`src/rtl/imem_loader_pkg.sv`:
```
// Shared definitions for the boot-time instruction memory loader.
//   state_t          : loader FSM states
//   NOP_WORD_DEFAULT : default imem pad word (addi x0,x0,0)
package loader_pkg;

    typedef enum logic [2:0] {
        HDR  = 3'd0,
        LOAD = 3'd1,
        CHK  = 3'd2,
        FILL = 3'd3,
        RUN  = 3'd4,
        ERR  = 3'd5
    } state_t;

    localparam logic [31:0] NOP_WORD_DEFAULT = 32'h0000_0013;

endpackage

```
`src/rtl/imem_loader.sv`:
```
// Boot-time program loader. Accepts a handshaked word stream made of a
// length header N, N instruction words and an XOR checksum beat (s_last).
// Payload words go into imem, the remainder of imem is padded with NOPs,
// and the core is held in reset until the image has been verified.
//
// Ports:
//   clk, rst_n                  clock, async active-low reset
//   s_valid/s_ready/s_data/s_last   input word stream
//   reload                      pulse in RUN/ERR restarts loading
//   imem_we/imem_waddr/imem_wdata   registered imem write port
//   cpu_rst_n, boot_pc          core reset and PC reset value
//   load_done, load_err         image accepted / rejected
//   loaded_words                latched header value N
//
// state | meaning
// ------+-------------------------------------------------------------
// HDR   | waiting for length header N
// LOAD  | writing payload words into imem, accumulating XOR
// CHK   | waiting for checksum beat (must carry s_last)
// FILL  | padding addresses N..IMEM_DEPTH-1 with NOP_WORD
// RUN   | image verified, core released from reset
// ERR   | image rejected, core held in reset
module imem_loader
    import loader_pkg::*;
#(
    parameter int               XLEN       = 32,
    parameter int               IMEM_DEPTH = 256,
    parameter int               ADDR_W     = $clog2(IMEM_DEPTH),
    parameter logic [XLEN-1:0]  BOOT_PC    = '0,
    parameter logic [XLEN-1:0]  NOP_WORD   = XLEN'(NOP_WORD_DEFAULT)
) (
    input  logic              clk,
    input  logic              rst_n,
    input  logic              s_valid,
    output logic              s_ready,
    input  logic [XLEN-1:0]   s_data,
    input  logic              s_last,
    input  logic              reload,
    output logic              imem_we,
    output logic [ADDR_W-1:0] imem_waddr,
    output logic [XLEN-1:0]   imem_wdata,
    output logic              cpu_rst_n,
    output logic [XLEN-1:0]   boot_pc,
    output logic              load_done,
    output logic              load_err,
    output logic [ADDR_W:0]   loaded_words
);

    localparam logic [XLEN-1:0] DEPTH_X   = XLEN'(IMEM_DEPTH);
    localparam logic [ADDR_W:0] LAST_ADDR = (ADDR_W+1)'(IMEM_DEPTH - 1);

    state_t            state;
    logic [XLEN-1:0]   n_words;
    logic [XLEN-1:0]   acc;
    logic [ADDR_W:0]   addr_cnt;
    logic [ADDR_W:0]   addr_nxt;
    logic              accept;

    assign boot_pc  = BOOT_PC;
    assign s_ready  = (state == HDR) || (state == LOAD) || (state == CHK);
    assign accept   = s_valid && s_ready;
    assign addr_nxt = addr_cnt + 1'b1;

    always_ff @(posedge clk or negedge rst_n) begin
        if (!rst_n) begin
            state        <= HDR;
            n_words      <= '0;
            acc          <= '0;
            addr_cnt     <= '0;
            imem_we      <= 1'b0;
            imem_waddr   <= '0;
            imem_wdata   <= '0;
            cpu_rst_n    <= 1'b0;
            load_done    <= 1'b0;
            load_err     <= 1'b0;
            loaded_words <= '0;
        end else begin
            imem_we <= 1'b0;
            case (state)
                HDR: begin
                    if (accept) begin
                        n_words      <= s_data;
                        loaded_words <= s_data[ADDR_W:0];
                        acc          <= '0;
                        addr_cnt     <= '0;
                        // Full-width compare so huge headers cannot alias
                        // into a legal truncated length.
                        if (s_last || (s_data > DEPTH_X))
                            state <= ERR;
                        else if (s_data == '0)
                            state <= CHK;
                        else
                            state <= LOAD;
                    end
                end

                LOAD: begin
                    if (accept) begin
                        if (s_last) begin
                            // A premature final beat is the error itself;
                            // it is not treated as an instruction.
                            state <= ERR;
                        end else begin
                            imem_we    <= 1'b1;
                            imem_waddr <= addr_cnt[ADDR_W-1:0];
                            imem_wdata <= s_data;
                            acc        <= acc ^ s_data;
                            addr_cnt   <= addr_nxt;
                            if (XLEN'(addr_nxt) == n_words)
                                state <= CHK;
                        end
                    end
                end

                CHK: begin
                    if (accept) begin
                        if (!s_last || (s_data != acc))
                            state <= ERR;
                        else if (n_words == DEPTH_X)
                            state <= RUN;
                        else
                            state <= FILL;
                    end
                end

                FILL: begin
                    // addr_cnt already equals N on entry.
                    imem_we    <= 1'b1;
                    imem_waddr <= addr_cnt[ADDR_W-1:0];
                    imem_wdata <= NOP_WORD;
                    addr_cnt   <= addr_nxt;
                    if (addr_cnt == LAST_ADDR)
                        state <= RUN;
                end

                RUN: begin
                    if (reload) begin
                        state     <= HDR;
                        cpu_rst_n <= 1'b0;
                        load_done <= 1'b0;
                    end else begin
                        cpu_rst_n <= 1'b1;
                        load_done <= 1'b1;
                    end
                end

                ERR: begin
                    cpu_rst_n <= 1'b0;
                    if (reload) begin
                        state    <= HDR;
                        load_err <= 1'b0;
                    end else begin
                        load_err <= 1'b1;
                    end
                end

                default: state <= ERR;
            endcase
        end
    end

endmodule

```
`config.mk`:
```
export PLATFORM = sky130hd
export DESIGN_NAME = imem_loader
export DESIGN_NICKNAME = d
export VERILOG_FILES = /design/src/rtl/imem_loader_pkg.sv /design/src/rtl/imem_loader.sv
export SDC_FILE = /design/constraint.sdc
export NUM_CORES = 1
export LEC_CHECK = 0
export BUFFER_PORTS_ARGS = -buffer_cell sky130_fd_sc_hd__buf_2
export CAP_MARGIN = 15
export CORE_UTILIZATION = 35
export CTS_CLUSTER_DIAMETER = 50
export DETAILED_ROUTE_END_ITERATION = 16
export SLEW_MARGIN = 20
export SYNTH_ARGS = -nofsm -noshare
export SYNTH_HDL_FRONTEND = slang
export SYNTH_SLANG_ARGS = --single-unit
```
`constraint.sdc`:
```
create_clock -name clk -period 2.94 [get_ports clk]
set_clock_uncertainty 0.2 [all_clocks]
set_input_delay 0.294 -clock clk [delete_from_list [all_inputs] [get_ports clk]]
set_output_delay 0.294 -clock clk [all_outputs]
set_load 0.01 [all_outputs]
```
# Yosys cells after proc, flatten, opt, wreduce, memory -nomap -nowiden
# Cells that the tools add are included.
# totals
register_bits	129
out_inout_bits	86
# op_classes
addsub	1
magnitude_cmp	1
n_eq_ne	16
mux	31
n_bitwise	1
reduce_logical	18
# op_table
op	n
$mux 32	5
$pmux 32 s2	2
$eq 32x9->1 const B	1
$eq 9x32->1	1
$gt 32x9->1 const B	1
$logic_not 32->1	1
$ne 32x32->1	1
$xor 32x32->32	1
$mux 3	10
$mux 9	3
$pmux 9 s3	1
$mux 8	2
$pmux 8 s2	1
$pmux 3 s5	1
$ne 2x2->1 const B	5
$add 9x1->9 const B	1
$eq 9x8->1 const B	1
$reduce_and 4->1	2
$eq 3x2->1 const B	2
$eq 3x3->1 const B	2
$reduce_and 6->1	1
$reduce_bool 2->1	3
$logic_or 1x1->1	4
$pmux 1 s2	2
12 further kinds	14

# Depth between registers and ports, before layout
# depth
depth_word	6
depth_mapped	11
mapped_depth_nobuf	10

# Worst setup path after synthesis
# No wires, ideal clock.
# synth_timing
kind	flip-flop to flip-flop
startpoint	register addr_cnt[0]
endpoint	register state[1]
setup_time_ns	0.064
arrival_ns	2.371
required_ns	2.676
setup_slack_ns	0.305
stages_incl_launch_ff	12
n_path_buf	1
period_less_slack_ns	2.635
path_cell_list	dfrtp_1 ha_1 buf_2 nand3_1 nor2_1 ha_1 xnor2_1 nor3_1 o211ai_1 a2111oi_4 and4b_1 o32a_2
# synth_between
elab_chain_cells	4
elab_cells_between_ends	6
# synth_rtl
item	line_no	text
start: declaration	imem_loader.sv:55	logic [ADDR_W:0] addr_cnt;
start signal: assignment	imem_loader.sv:108	addr_cnt <= addr_nxt;
start signal: assignment	imem_loader.sv:131	addr_cnt <= addr_nxt;
$add 9x1->9	imem_loader.sv:62	assign addr_nxt = addr_cnt + 1'b1;
$eq 9x32->1	imem_loader.sv:109	if (XLEN'(addr_nxt) == n_words)
$ne 3x2->1 (no source line)	--	
$reduce_and 6->1 (no source line) *	--	
end signal: assignment	imem_loader.sv:66	state <= HDR;
end signal: assignment	imem_loader.sv:110	state <= CHK;
end signal: assignment	imem_loader.sv:118	state <= ERR;
end: declaration	imem_loader.sv:52	state_t state;
# Every way passes the cells marked *; elsewhere a longest branch is shown, timed or not.
# A chain may end at the register's enable or synchronous reset.

# Final worst setup path
# Same ends and word-level chain as after synthesis.

==> reports/qor.yml <==
routing:
  dr_wl_met2_um: 7370
  wl_met1_um: 7180
  topRoutingLayerUsed: "met4"
  wl_met3_um: 734
  detailroute.via_count: 4781
  drc: 0
  drt-vias-per-instance: 4.94
  detail_route.iter0.violations: 341
  detail_route.wirelength_um: 15500
  route.antenna.remaining_nets: 0
  wl_per_cell_um: 16.0
  firstDrtPassIters: 5
synthesis:
  post_synth.cell_area_avg_sq_um: 9.59
  synth.yosys.seq_area_share_pct: 50.7
  synth_enable_flop_cells: 0
  netlist.top_cell.by_area: "sky130_fd_sc_hd__dfrtp_1"
  synth_top_cells_by_area: "sky130_fd_sc_hd__dfrtp_1, sky130_fd_sc_hd__nand2_1, sky130_fd_sc_hd__o21ai_0"
  yosys.cell_types.count: 52
  post_synth_inst_count: 618
  mappedNetlistArea_sq_um: 5930
  synth_top_area_share_pct: 50.7
  synth-warning-count: 0
  synth-async-reset-ratio_pct: 100
  synthFlopType: "sky130_fd_sc_hd__dfrtp_1"
  synth-seq-cells: 120
setup_path:
  path_delay_family: "compound AO/OA/AOI/OAI gates"
  setup.worst_path.class: "flop to flop"
  crit_slowest_cell: "sky130_fd_sc_hd__dfrtp_1"
  startpoint: "addr_cnt[0]"
  critical_path.cell_chain: "ha_1 -> nand3_1 -> nor2_1 -> ha_1 -> xnor2_1 -> nor3_1 -> o211ai_1 -> a2111oi_4 -> a21oi_1 -> o32a_2"
  cp_common_cell: "sky130_fd_sc_hd__ha_1"
  worst_ep_arrival_time_ns: 2.70
  cp_max_fo: 7
  worst_setup_path_end_kind: "flop"
  cp_slowest_stage_delay_ns: 0.46
  crit_path_start_kind: "flop"
  r2r_start: "addr_cnt[0]"
  cp_required_ns: 3.05
  crit_buf_inv: 0
clock_tree:
  ctsHtreeMaxLevel: 4
  cts_resized: 0
  cts_post_setup_buffers_inserted: 0
  cts_sinks: 120
  path_clk_slew_ns: 0.06
  cts_made_buffers: 17
  clock-root-buffer: "sky130_fd_sc_hd__clkbuf_16"
  cts_buffer_depth: 2
  tritoncts: "yes"
  worst_skew_pair.late_latency_ns: 0.42
layout:
  layout.cells.most_common: "sky130_fd_sc_hd__nand2_1"
  fin_nets: 774
  post-route-cell-area_sq_um: 7400
  most-common-layout-cells: "sky130_fd_sc_hd__nand2_1, sky130_fd_sc_hd__dfrtp_1, sky130_fd_sc_hd__buf_2, sky130_fd_sc_hd__o21ai_0, sky130_fd_sc_hd__nor2_1"
  area.sequential_sq_um: 3000
  area_growth_pct: 24.9
  drive_gt1_share_pct: 23.3
  finish.cell_count_without_fillers: 968
  multiInputGateArea_sq_um: 2610
  fill_cells: 1627
  diodes_inserted: 0
worst_hold_path:
  hp-start: "s_data[7]"
  hold_path_class: "primary input to flop"
pwr:
  design_power_total_mw: 7.37
  worst_ir_drop_vdd_mv: 0.538
  cellPowerDensity_nw_per_um2: 996
  power_leakage_nw: 3.48
place:
  finalWeightedCongestion: 0.871
  detailedPlacementHpwl_um: 10800
  buffer_ports.inserted: 90
  pre_cts_slack_ns: 0.234
  placed_cells_incl_taps: 906
  post_dp_cell_area_sq_um: 6480
sta:
  maxSlewViolCount: 0
  finalCriticalPeriod_ns: 2.59
  hold_violations: 0
  worst_slack_ns: 0.351
  max_freq_ghz: 0.386
  setup_total_negative_slack_ns: 0
  relSlewSlack_pct: 45.6
  worstMarginPinSlew_ns: 0.817
  timing.final.crit_share_pct: 88.1
  setup-violations-final: 0
  rsz0062_at_grt: "no"
die:
  design.core.area_sq_um: 16600
  floorplan.rows: 47
  ports_placed_on_the_boundary: 123
  die_area_sq_um: 17500
  die_span_y_um: 132
  start_util_pct: 35.7
  die_x_um: 132
run_status:
  run_status: "finished clean"
global_routing:
  antenna_found_initial: 0
  overflow: 0
  grt_max_degree: 47
  wire_length_of_the_first_global_routing_pass_um: 25500
  vias_in_the_first_global_route: 4669
  grt_util_all_layers_pct: 19.0
flow_run:
  max_cap_viol_count: 0
worst paths after layout:
| path | end | slack [ns] | cells past startpoint |
|---|---|---|---|
| max | state[1] | 0.35 | 10 |
| min | loaded_words[7] | 0.03 | 2 |
| max reg2reg | state[1] | 0.35 | 10 |
| min reg2reg | cpu_rst_n | 0.27 | 1 |
| max in group asynchronous | acc[27] | 1.60 | 3 |
| min in group asynchronous | imem_waddr[5] | 0.23 | 2 |
synth_stat cells, types with 2 or more instances:
library cell	instances
sky130_fd_sc_hd__inv_1	6
sky130_fd_sc_hd__xor2_1	10
sky130_fd_sc_hd__and3_1	5
sky130_fd_sc_hd__nor2b_1	3
sky130_fd_sc_hd__a21oi_1	7
sky130_fd_sc_hd__a21o_1	3
sky130_fd_sc_hd__buf_2	7
sky130_fd_sc_hd__a31oi_1	2
sky130_fd_sc_hd__ha_1	2
sky130_fd_sc_hd__nand2_1	131
sky130_fd_sc_hd__nor3_1	8
sky130_fd_sc_hd__o21ai_0	76
sky130_fd_sc_hd__nand3_1	8
sky130_fd_sc_hd__o211ai_1	2
sky130_fd_sc_hd__buf_4	44
sky130_fd_sc_hd__nor2_1	43
sky130_fd_sc_hd__xnor2_1	32
sky130_fd_sc_hd__and2_1	3
sky130_fd_sc_hd__o21ai_1	2
sky130_fd_sc_hd__a211oi_1	2
sky130_fd_sc_hd__o22a_1	3
sky130_fd_sc_hd__o31ai_1	4
sky130_fd_sc_hd__nor4_1	15
sky130_fd_sc_hd__mux2_2	31
sky130_fd_sc_hd__clkbuf_1	15
sky130_fd_sc_hd__nand4_1	9
sky130_fd_sc_hd__dfrtp_1	120
worst reg2reg max path: cells and delay by family (launching register included):
family          cells  cell delay, ns
flops               1            0.46
fa+ha+maj           2            0.49
xor+xnor            1            0.13
simple gates        3            0.41
compound gates      4            0.79
where the power goes:
group          total, mW  leakage, nW  switching [mW]  internal, mW
Combinational       2.35         1.65            1.31          1.04
Clock               2.19        0.289           0.836          1.35
Sequential          2.83         1.54           0.534          2.30
Total               7.37         3.48            2.68          4.69
routing by layer:
| layer | global-route usage, % | vias to the layer above |
|---|---|---|
| met2 | 29.9 | 141 |
| met5 | 0 | - |
| met1 | 25.5 | 2342 |
| met4 | 6.98 | 0 |
| met3 | 4.38 | 22 |
| li1 | - | 2276 |
state kept, by name, summed over array words and instances (netlist names):
name,cells
acc,32
imem_wdata,32
n_words,24
addr_cnt,9
imem_waddr,8
loaded_words,8
state,3
cpu_rst_n,1
imem_we,1
load_done,1
load_err,1
stage by stage:
step / hold slack (ns) / util [%]
after floorplan: -0.202 / -
after global placement: 0.145 / 39.1
after detailed placement: 0.150 / 39.1
after CTS: 0.0100 / 44.6
after global routing: 0.0277 / 44.6
final: 0.0271 / 44.6
kinds of logic after synthesis:
| logic type | Yosys count | share of synthesized area, % |
|---|---|---|
| other cells | 1 | 0.0633 |
| compound gates | 112 | 11.3 |
| buf+inv | 73 | 7.56 |
| flops | 120 | 50.7 |
| simple gates | 236 | 17.8 |
| xor+xnor | 42 | 6.21 |
| fa+ha+maj | 2 | 0.422 |
| mux | 32 | 6.06 |
final cells by class:
class,count,share of cell area (%)
flip-flops and latches,120,40.6
multi-input cells,456,35.3
repair buffers,134,11.8
clock buffers,17,5.75
well taps,220,3.72
clock inverters,15,2.60
inverters,6,0.304
repair_timing:
action	in CTS	in global routing
hold buffers	30	0
hold endpoints to repair	116	0
setup endpoints to repair	0	3
Power figures use the tool's default switching activity.
